--- src/rtl/mux4_rr_arbiter.sv ---
// Round-robin arbiter driving a shared 4:1 word mux toward a valid/ready sink.
// Each grant is capped at MAX_BURST accepted words, then one idle cycle.
module mux4_rr_arbiter #(
    parameter int W         = 4,
    parameter int MAX_BURST = 4
) (
    input  logic         clk,
    input  logic         rst_n,
    input  logic [3:0]   req,
    input  logic [W-1:0] d0,
    input  logic [W-1:0] d1,
    input  logic [W-1:0] d2,
    input  logic [W-1:0] d3,
    input  logic         out_ready,
    output logic [3:0]   gnt,
    output logic [1:0]   sel,
    output logic [W-1:0] od,
    output logic         od_valid,
    output logic         busy
);

    localparam int CW = $clog2(MAX_BURST) + 1;

    typedef enum logic {
        IDLE,
        GRANT
    } state_t;

    state_t        state, state_nx;
    logic [3:0]    gnt_nx;
    logic [1:0]    sel_nx;
    logic [1:0]    ptr, ptr_nx;
    logic [1:0]    pick;
    logic          found;
    logic [CW-1:0] count, count_nx;
    logic          xfer;
    logic          last_beat;
    logic [W-1:0]  mux;

    // Search starts just after the last released source.
    always_comb begin
        pick  = ptr;
        found = 1'b0;
        for (int i = 1; i <= 4; i++) begin
            if (!found && req[ptr + 2'(i)]) begin
                pick  = ptr + 2'(i);
                found = 1'b1;
            end
        end
    end

    always_comb begin
        unique case (sel)
            2'd0:    mux = d0;
            2'd1:    mux = d1;
            2'd2:    mux = d2;
            default: mux = d3;
        endcase
    end

    assign busy      = (state == GRANT);
    assign od_valid  = busy && req[sel];
    assign od        = od_valid ? mux : '0;
    assign xfer      = od_valid && out_ready;
    assign last_beat = (count == CW'(MAX_BURST - 1));

    always_comb begin
        state_nx = state;
        gnt_nx   = gnt;
        sel_nx   = sel;
        ptr_nx   = ptr;
        count_nx = count;
        unique case (state)
            IDLE: begin
                gnt_nx = 4'b0000;
                if (found) begin
                    state_nx = GRANT;
                    gnt_nx   = 4'b0001 << pick;
                    sel_nx   = pick;
                    count_nx = '0;
                end
            end
            default: begin
                if (!req[sel] || (xfer && last_beat)) begin
                    state_nx = IDLE;
                    gnt_nx   = 4'b0000;
                    ptr_nx   = sel;
                    count_nx = '0;
                end else if (xfer) begin
                    count_nx = count + 1'b1;
                end
            end
        endcase
    end

    always_ff @(posedge clk or negedge rst_n) begin
        if (!rst_n) begin
            state <= IDLE;
            gnt   <= 4'b0000;
            sel   <= 2'd0;
            ptr   <= 2'd3;
            count <= '0;
        end else begin
            state <= state_nx;
            gnt   <= gnt_nx;
            sel   <= sel_nx;
            ptr   <= ptr_nx;
            count <= count_nx;
        end
    end

endmodule

--- config.mk ---
export PLATFORM = sky130hd
export DESIGN_NAME = mux4_rr_arbiter
export DESIGN_NICKNAME = d
export VERILOG_FILES = /design/src/rtl/mux4_rr_arbiter.sv
export SDC_FILE = /design/constraint.sdc
export NUM_CORES = 1
export LEC_CHECK = 0
export BUFFER_PORTS_ARGS = -buffer_cell sky130_fd_sc_hd__clkbuf_2
export CAP_MARGIN = 20
export CORE_ASPECT_RATIO = 1.5
export CORE_MARGIN = 1.5
export CORE_UTILIZATION = 35
export CTS_CLUSTER_SIZE = 25
export DETAILED_ROUTE_END_ITERATION = 16
export SLEW_MARGIN = 20
export SYNTH_ARGS = -nofsm -noshare
export SYNTH_HDL_FRONTEND = slang
export SYNTH_SLANG_ARGS = --single-unit
--- constraint.sdc ---
create_clock -name clk -period 2.4 [get_ports clk]
set_clock_uncertainty 0.2 [all_clocks]
set_input_delay 0.48 -clock clk [delete_from_list [all_inputs] [get_ports clk]]
set_output_delay 0.48 -clock clk [all_outputs]
set_load 0.05 [all_outputs]
# Yosys cells after proc, flatten, opt, wreduce, memory -nomap -nowiden
# Cells that the tools add are included.
[op_classes]
bitwise = 1
n_addsub = 4
shifts = 1
n_mux = 30
order_cmp = 5
eq_ne = 5
reduce_logical = 16
[op_table]
columns = ["op", "n"]
rows = [
  ["2-to-1 mux 4 bit", 4],
  ["< comparator 2 x 3 -> 1 bit (second input constant)", 5],
  ["2-to-1 mux 1 bit", 12],
  ["2-to-1 mux 3 bit", 4],
  ["case mux 4 bit (3 select lines)", 1],
  ["binary-select mux 1 bit (select 2 bit)", 5],
  ["2-to-1 mux 2 bit", 4],
  ["logical AND 1 bit", 6],
  ["AND reduction 2 bit", 3],
  ["adder 2 bit (second input constant)", 2],
  ["zero test 1 bit", 4],
  ["left shift 1 x 2 -> 4 bit (first input constant)", 1],
  ["adder 3 x 1 -> 3 bit (second input constant)", 1],
  ["== test 3 x 2 -> 1 bit (second input constant)", 1],
  ["inequality test 3 x 1 -> 1 bit (second input constant)", 1],
  ["adder 2 x 1 -> 2 bit (second input constant)", 1],
  ["== test 2 x 1 -> 1 bit (second input constant)", 1],
  ["== test 2 bit (second input constant)", 1],
  ["zero test 2 bit", 1],
  ["inequality test 2 x 1 -> 1 bit (second input constant)", 1],
  ["nonzero test 2 bit", 1],
  ["logical OR 1 bit", 1],
  ["NOT 1 bit", 1],
]
[word_totals]
wordCells = 67
reg_bits = 12
out_inout_bits = 12

# Depth between registers and ports, before layout
# Gate-level depths: netlist (run 1).
[depth]
word_depth = 16
depth_mapped = 6
mapped_depth_nobuf = 6

# Worst setup path after synthesis (run 1)
# Ideal clock, no wire load.
[synth_path]
path_type = "flip-flop to output port"
startpoint = "register sel[0]"
endpoint = "output od[0]"
arrival_ns = 1.763
slack_ns = -0.043
path_stages_with_launch = 4
path_cell_list = "dfrtp_1 -> buf_6 -> mux4_2 -> and3_1"
[synth_via]
elab_chain_cells = 4
elab_cells_between_ends = 8
[synth_lines]
columns = ["element", "line", "source"]
rows = [
  ["start, declared", "16", "output logic [1:0] sel,"],
  ["start signal, assigned", "106", "sel <= sel_nx;"],
  ["binary-select mux 1 bit (select 2 bit)", "62", "assign od_valid = busy && req[sel];"],
  ["2-to-1 mux 1 bit (not written as such)", "62", ""],
  ["logical AND 1 bit", "62", ""],
  ["2-to-1 mux 4 bit (*)", "63", "assign od = od_valid ? mux : '0;"],
  ["end, declared", "17", "output logic [W-1:0] od,"],
]
# Mark *: on every way between the ends. The rest lies on a longest branch, timed or not. The select of a mux whose other input is x is not followed.

# Worst setup path in the final report (run 1)
[layout_path]
startpoint = "register sel[0]"
endpoint = "output od[3]"
# The elaborated chain is that of the path after synthesis.

==> results of run 1 <==
-- worst max-delay path, delay by kind of cell, from the launching register on --
| family | cells | cell delay (ps) |
|---|---|---|
| muxes | 1 | 600 |
| DFF | 1 | 480 |
| and+or+nand+nor | 1 | 220 |
| buffers and inverters | 1 | 140 |
-- Yosys cell counts, drive strengths merged --
master  instances  share of area (%)
dfrtp          10                 31
nand2           7                3.3
inv             6                2.8
nor2            6                2.8
o21ai           6                4.2
and3            5                4.5
mux4            5                 16
mux2            4                6.6
a21oi           2                1.3
a22o            2                2.2
clkbuf          2               0.94
dfstp           2                6.6
ha              2                3.1
mux2i           2                2.5
nor4            2                1.6
o32ai           2                2.2
a21boi          1                1.4
a31o            1                1.1
buf             1                1.4
nand2b          1               0.78
nand3           1               0.63
nand3b          1                1.4
o32a            1                1.3
-- state kept, by name, summed over array words and instances (netlist names) --
signal  cells
gnt         4
count       3
ptr         2
sel         2
busy        1
-- worst paths after layout --
path                       cells past startpoint  slack (ps)  startpoint        to
max in group asynchronous                      2        1270       rst_n    ptr[0]
min                                            2         290      gnt[1]    gnt[1]
max reg2reg                                    5         330      sel[0]  count[0]
min reg2reg                                    2         290      gnt[1]    gnt[1]
min in group asynchronous                      2         430       rst_n  count[2]
max                                            3           5      sel[0]     od[3]
-- repair_timing --
item                                    in CTS  in global routing
endpoints found under the setup margin       5                  5
pin swaps                                    0                  4
endpoints found under the hold margin       10                  0
hold buffers                                 1                  0
setup buffers                                1                  0
resized for setup                            9                 10
-- power breakdown --
| part | switching [W] | leakage [nW] | total [W] | internal (W) |
|---|---|---|---|---|
| Clock | 0.0000696 | 0.0210 | 0.000162 | 0.0000921 |
| Sequential | 0.000130 | 0.148 | 0.000432 | 0.000303 |
| Combinational | 0.000585 | 0.376 | 0.00100 | 0.000417 |
| Total | 0.000784 | 0.545 | 0.00160 | 0.000812 |
-- area by class of cell --
class,count,area [um2]
Timing Repair Buffer,38,245
Inverter,6,22.5
Fill cell,221,1100
Tap cell,23,28.8
Clock buffer,4,36.3
Multi-Input combinational cell,51,474
Sequential cell,12,304
-- through the flow --
stage	hold slack [ps]	power [W]	instance area [um2]	setup slack, ps	TNS, ps
2_1_floorplan	-15.6	0.00112	800	96.4	0
3_3_place_gp	187	0.00130	995	156	0
3_5_place_dp	187	0.00131	995	133	0
4_1_cts	300	0.00155	1090	-5.78	-14.2
5_1_grt	337	0.00171	1110	-40.9	-161
6_report	287	0.00160	1110	5.38	0
-- cell families after synthesis --
| logic type | count (synthesis) | share of synthesized area (%) |
|---|---|---|
| adder cells (fa/ha/maj) | 2 | 3.13 |
| buffers and inverters | 9 | 5.17 |
| AO/OA/AOI/OAI | 15 | 13.6 |
| AND/OR/NAND/NOR | 23 | 15.0 |
| flip-flops | 12 | 37.9 |
| multiplexers | 11 | 25.1 |
-- routing by layer --
metal,up-vias,share of wire [%],GRT usage (%)
li1,351,-,-
met1,338,41,19.7
met5,-,0,0
met4,0,0.73,5.53
met2,11,57,30.6
met3,4,1.8,1.76
-- cell usage in the layout (no fill, tap or decap), types with 3 or more instances in the layout --
| master | count |
|---|---|
| buf_8 | 4 |
| clkbuf_2 | 29 |
| nor2_1 | 6 |
| nand2_1 | 7 |
| and3_4 | 5 |
| dfrtp_1 | 9 |
| mux4_1 | 4 |
| o21ai_0 | 5 |
| inv_1 | 6 |
| clkbuf_4 | 3 |
| buf_4 | 4 |
==> results.md, run 1 <==
- Crit Path Max Fanout: 7
- Final worst path period share: 99.8%
- Crit path arrival time: 1710 ps
- Status: finished, final reports clean
- HP Class: reg -> reg
- Buffers on Ports: 34
- First-pass GRT wire length: 3210 um
- Starting Density: 36.2%
- Die Y-Extent: 61.5 um
- Hold Violations, Final: 0
- Critical Path End Type: primary output
- Mapped Area: 798 um2
- Pin count of the biggest net entering global routing: 15
- Worst Path Required: 1720 ps
- Row count: 21
- Number of global-route vias before repair: 719
- Gr usage total: 16.4%
- Vias per cell: 5.25
- DIE WIDTH: 42.0 um
- Root buf cell: clkbuf_4
- Die area: 2580 um2
- Cells after DPL: 128
- Clock sinks: 12
- Pwr per Cell Area: 1440 nW/um2
- Finished Core Util: 50.3%
- Setup violators final: 0
- Non-Filler Instances: 134
- Pre-antenna DRT Iters: 4
- ANT nets after route: 0
- Slew HR: 68.0%
- Sequential area share after synthesis: 37.9%
- Worst-Skew Late Latency: 270 ps
- Final Max Slew Viols: 0
- Synthesized Nets: 97
- Total gr overflow: 0
- DRT iter0 DRCs: 16
- Distinct cells, synth: 27
- Clock buffer depth: 2
- Leak: 0.545 nW
- Layout cell share with drive strength beyond 1: 49.5%
- Initial antenna violation count: 0
- CTS Buf Count: 3
- Clk slew on worst S/H paths: 80 ps
- N_diodes: 0
- Synthesized instance count: 72
- GPL Wtd Cong: 0.749
- Worst path slowest cell: mux4_2
- TritonCTS clock tree: built
- Crit Path Class: reg -> out
- DR vias: 704
- YS warnings: 0
- Slew @ Worst Pin: 476 ps
- Nets: 137
- Fmax: 418 MHz
- Syn Area/Cell: 11.1 um2
- CP Cell Sequence: mux4_2 > and3_4 > buf_8
- Post-route DRC: 0
- Tmin final: 2390 ps
- Synth Register Bits: 12
- VDD IR max: 0.557 mV
- DP HPWL: 1490 um
- H-tree depth: 1
- Area grow syn2layout: 39.2%
- IO Count: 35
- Per-cell routed wire length: 14.4 um
- RSZ-0062 raised after global routing: yes
- Core Region: 2210 um2
- DRT Wirelength: 1930 um
- CP Launch Type: flip-flop
- Max Cap Viol: 0
- Worst path max stage delay: 600 ps
Note: power is estimated with default switching activity, not from simulation.
==> run 2, diff against run 1 <==
- CORE_ASPECT_RATIO: 1.5 -> default
==> run 2 against run 1 <==
The flow now finishes with violations (negative setup slack). Setup slack worse by 23 ps. Critical path depth stayed put. Maximum frequency is 0.95% lower. Register-to-register slack hardly changed. Count of clock-buffer cells in the layout stayed put. Worst hold slack better by 11 ps. Global-route usage is 0.74 points lower. Wire length is 5.8% lower. Total power is 2.6% lower. Non-clock buffer count is 1 lower. Combinational power hardly changed. Critical path type unchanged.
==> results.md, run 2 (synthesized netlist as in run 1, its figures left out) <==
- Per-cell routed wire length: 13.1 um (was 14.4 um)
- Critical Path End Type: primary output (unchanged)
- GRT busiest layer: met2 (unchanged)
- H-tree depth: 1 (unchanged)
- VDD IR max: 0.596 mV (was 0.557 mV)
- Commonest non-fill, non-tap cells in the layout: clkbuf_2 (29), dfrtp_1 (9), nand2_1 (7) (unchanged)
- Worst min-delay path endpoint: gnt[3] (was gnt[1])
- Cells after DPL: 133 (was 128)
- Worst-Skew Late Latency: 280 ps (was 270 ps)
- Seq pwr share: 28.0% (was 27.1%)
- Commonest non-fill, non-tap cell in the layout: clkbuf_2 (unchanged)
- DP HPWL: 1410 um (was 1490 um)
- Final worst slack: -17.7 ps (was 5.38 ps)
- Worst path max stage delay: 610 ps (was 600 ps)
- Slew HR: 65.4% (was 68.0%)
- NetSw: 0.000774 W (was 0.000784 W)
- Final worst path period share: 101% (was 99.8%)
- Largest register FFs: 4 (unchanged)
- DP Area: 1000 um2 (was 995 um2)
- Pint: 0.000781 W (was 0.000812 W)
- Buffers and inverters on the worst path: 1 (unchanged)
- ANT nets after route: 0 (unchanged)
- Crit Path Class: reg -> out (unchanged)
- GRT met1 Usage: 17.8% (was 19.7%)
- Pwr per Cell Area: 1410 nW/um2 (was 1440 nW/um2)
- HP Start: gnt[3] (was gnt[1])
- Clk network pwr share: 8.8% (was 10.1%)
- Final Max Slew Viols: 0 (unchanged)
- Number of global-route vias before repair: 692 (was 719)
- Slew @ Worst Pin: 514 ps (was 476 ps)
- Reg with most FFs: gnt (unchanged)
- CP Cell Sequence: mux4_2 > and3_4 > buf_8 (unchanged)
- Pre-antenna DRT Iters: 3 (was 4)
- CP Launch Type: flip-flop (unchanged)
- Area grow syn2layout: 38.2% (was 39.2%)
- Place WS: 123 ps (was 133 ps)
- Crit path arrival time: 1740 ps (was 1710 ps)
- Gr usage total: 15.7% (was 16.4%)
- Leak: 0.535 nW (was 0.545 nW)
- IO Count: 35 (unchanged)
- FF-to-FF path depth: 5 (unchanged)
- Core Region: 2190 um2 (was 2210 um2)
- FF-to-FF Start: sel[0] (unchanged)
- Root buf cell: clkbuf_4 (unchanged)
- CTS Buf Count: 3 (unchanged)
- Pin count of the biggest net entering global routing: 15 (unchanged)
- Comb power frac: 63.2% (was 62.8%)
- Fmax: 414 MHz (was 418 MHz)
- Starting Density: 36.4% (was 36.2%)
- Reg2reg end: count[2] (was count[0])
- Status: finished, violations left (was finished, final reports clean)
- Buffers on Ports: 34 (unchanged)
- DRT iter0 DRCs: 18 (was 16)
- RSZ-0062 raised after global routing: yes (unchanged)
- TNS Setup: -65.5 ps (was 0 ps)
- Post-route DRC: 0 (unchanged)
- Met3 Resource Use GR: 5.36% (was 1.76%)
- Failing checks: negative setup slack
- Max Cap Viol: 0 (unchanged)
- Tmin final: 2420 ps (was 2390 ps)
- Die area: 2580 um2 (about the same)
- Switching share of power: 49.8% (was 49.1%)
- Worst path slowest cell: mux4_2 (unchanged)
- Kind of cell adding the most delay to the critical path: multiplexers (unchanged)
- TritonCTS clock tree: built (unchanged)
- GR Util met2: 27.9% (was 30.6%)
- Clk slew on worst S/H paths: 70 ps (was 80 ps)
- Fillcell total: 208 (was 221)
- DR vias: 701 (was 704)
- First-pass GRT wire length: 2990 um (was 3210 um)
- Largest registers: gnt (4), count (3) (unchanged)
- Post-route design area: 1100 um2 (was 1110 um2)
- Register-to-register setup slack: 320 ps (was 330 ps)
- Crit Path Max Fanout: 8 (was 7)
- Initial antenna violation count: 0 (unchanged)
- Row count: 17 (was 21)
- N_diodes: 0 (unchanged)
- DRT Wirelength: 1810 um (was 1930 um)
- Layout cell share with drive strength beyond 1: 48.2% (was 49.5%)
- Hold path depth: 2 (unchanged)
- Non-Filler Instances: 138 (was 134)
- HP Class: reg -> reg (unchanged)
- Nets: 136 (was 137)
- Clock sinks: 12 (unchanged)
- Vias per cell: 5.08 (was 5.25)
- DIE WIDTH: 50.8 um (was 42.0 um)
- Die Y-Extent: 50.8 um (was 61.5 um)
- Clock buffer depth: 2 (unchanged)
- Hold Violations, Final: 0 (unchanged)
- Total gr overflow: 0 (unchanged)
- GPL Wtd Cong: 0.708 (was 0.749)
- Setup violators final: 4 (was 0)
- Worst Path Required: 1720 ps (about the same)
run 2: power by group through the flow:
stage / Clock (W) / Sequential, W / Combinational, W
after floorplan: 0 / 0.000544 / 0.000573
after global placement: 0 / 0.000431 / 0.000859
after detailed placement: 0 / 0.000438 / 0.000872
after CTS: 0.000141 / 0.000433 / 0.000938
after global routing: 0.000150 / 0.000455 / 0.00105
final: 0.000136 / 0.000436 / 0.000983
run 2: cell type report:
| class | instances | area, um2 | area share [%] |
|---|---|---|---|
| repair buffers | 37 | 241 | 21.9 |
| clock buffers | 4 | 26.3 | 2.38 |
| flip-flops and latches | 12 | 304 | 27.6 |
| multi-input cells | 51 | 474 | 43.0 |
| well taps | 28 | 35.0 | 3.17 |
| inverters | 6 | 22.5 | 2.04 |
run 2: through the flow:
stage          util (%)  power (W)  hold WS, ps
4_1_cts            49.3    0.00151          302
2_1_floorplan         -    0.00112        -15.6
5_1_grt            50.4    0.00165          336
6_report           50.4    0.00155          298
3_5_place_dp       45.7    0.00131          185
3_3_place_gp       45.7    0.00129          179
run 2: per-layer routing:
layer	part of all wire, %	up-vias
met5	0	-
met4	0.44	0
met3	3.7	2
met2	54	11
met1	42	344
li1	-	344
run 2: worst reg2reg max path, cell delays in order (launching register included):
cell	delay, ps
dfrtp_2	480
mux4_2	610
buf_4	190
nand3b_2	70
o21ai_2	100
mux2_4	320
run 2: worst max-delay path by stage:
stage | start | to | cells after the start
floorplan | sel[0] | od[0] | 3
global placement | req[3] | od[0] | 4
detailed placement | req[3] | od[0] | 4
CTS | sel[0] | od[3] | 3
global route | sel[0] | od[0] | 3
finish | sel[0] | od[2] | 3
run 2: what timing repair did:
item,CTS,global route
hold buffers,1,0
setup buffers,0,0
setup endpoints to repair,5,5
pin swaps,0,4
gates resized for setup,10,9
endpoints found under the hold margin,10,0
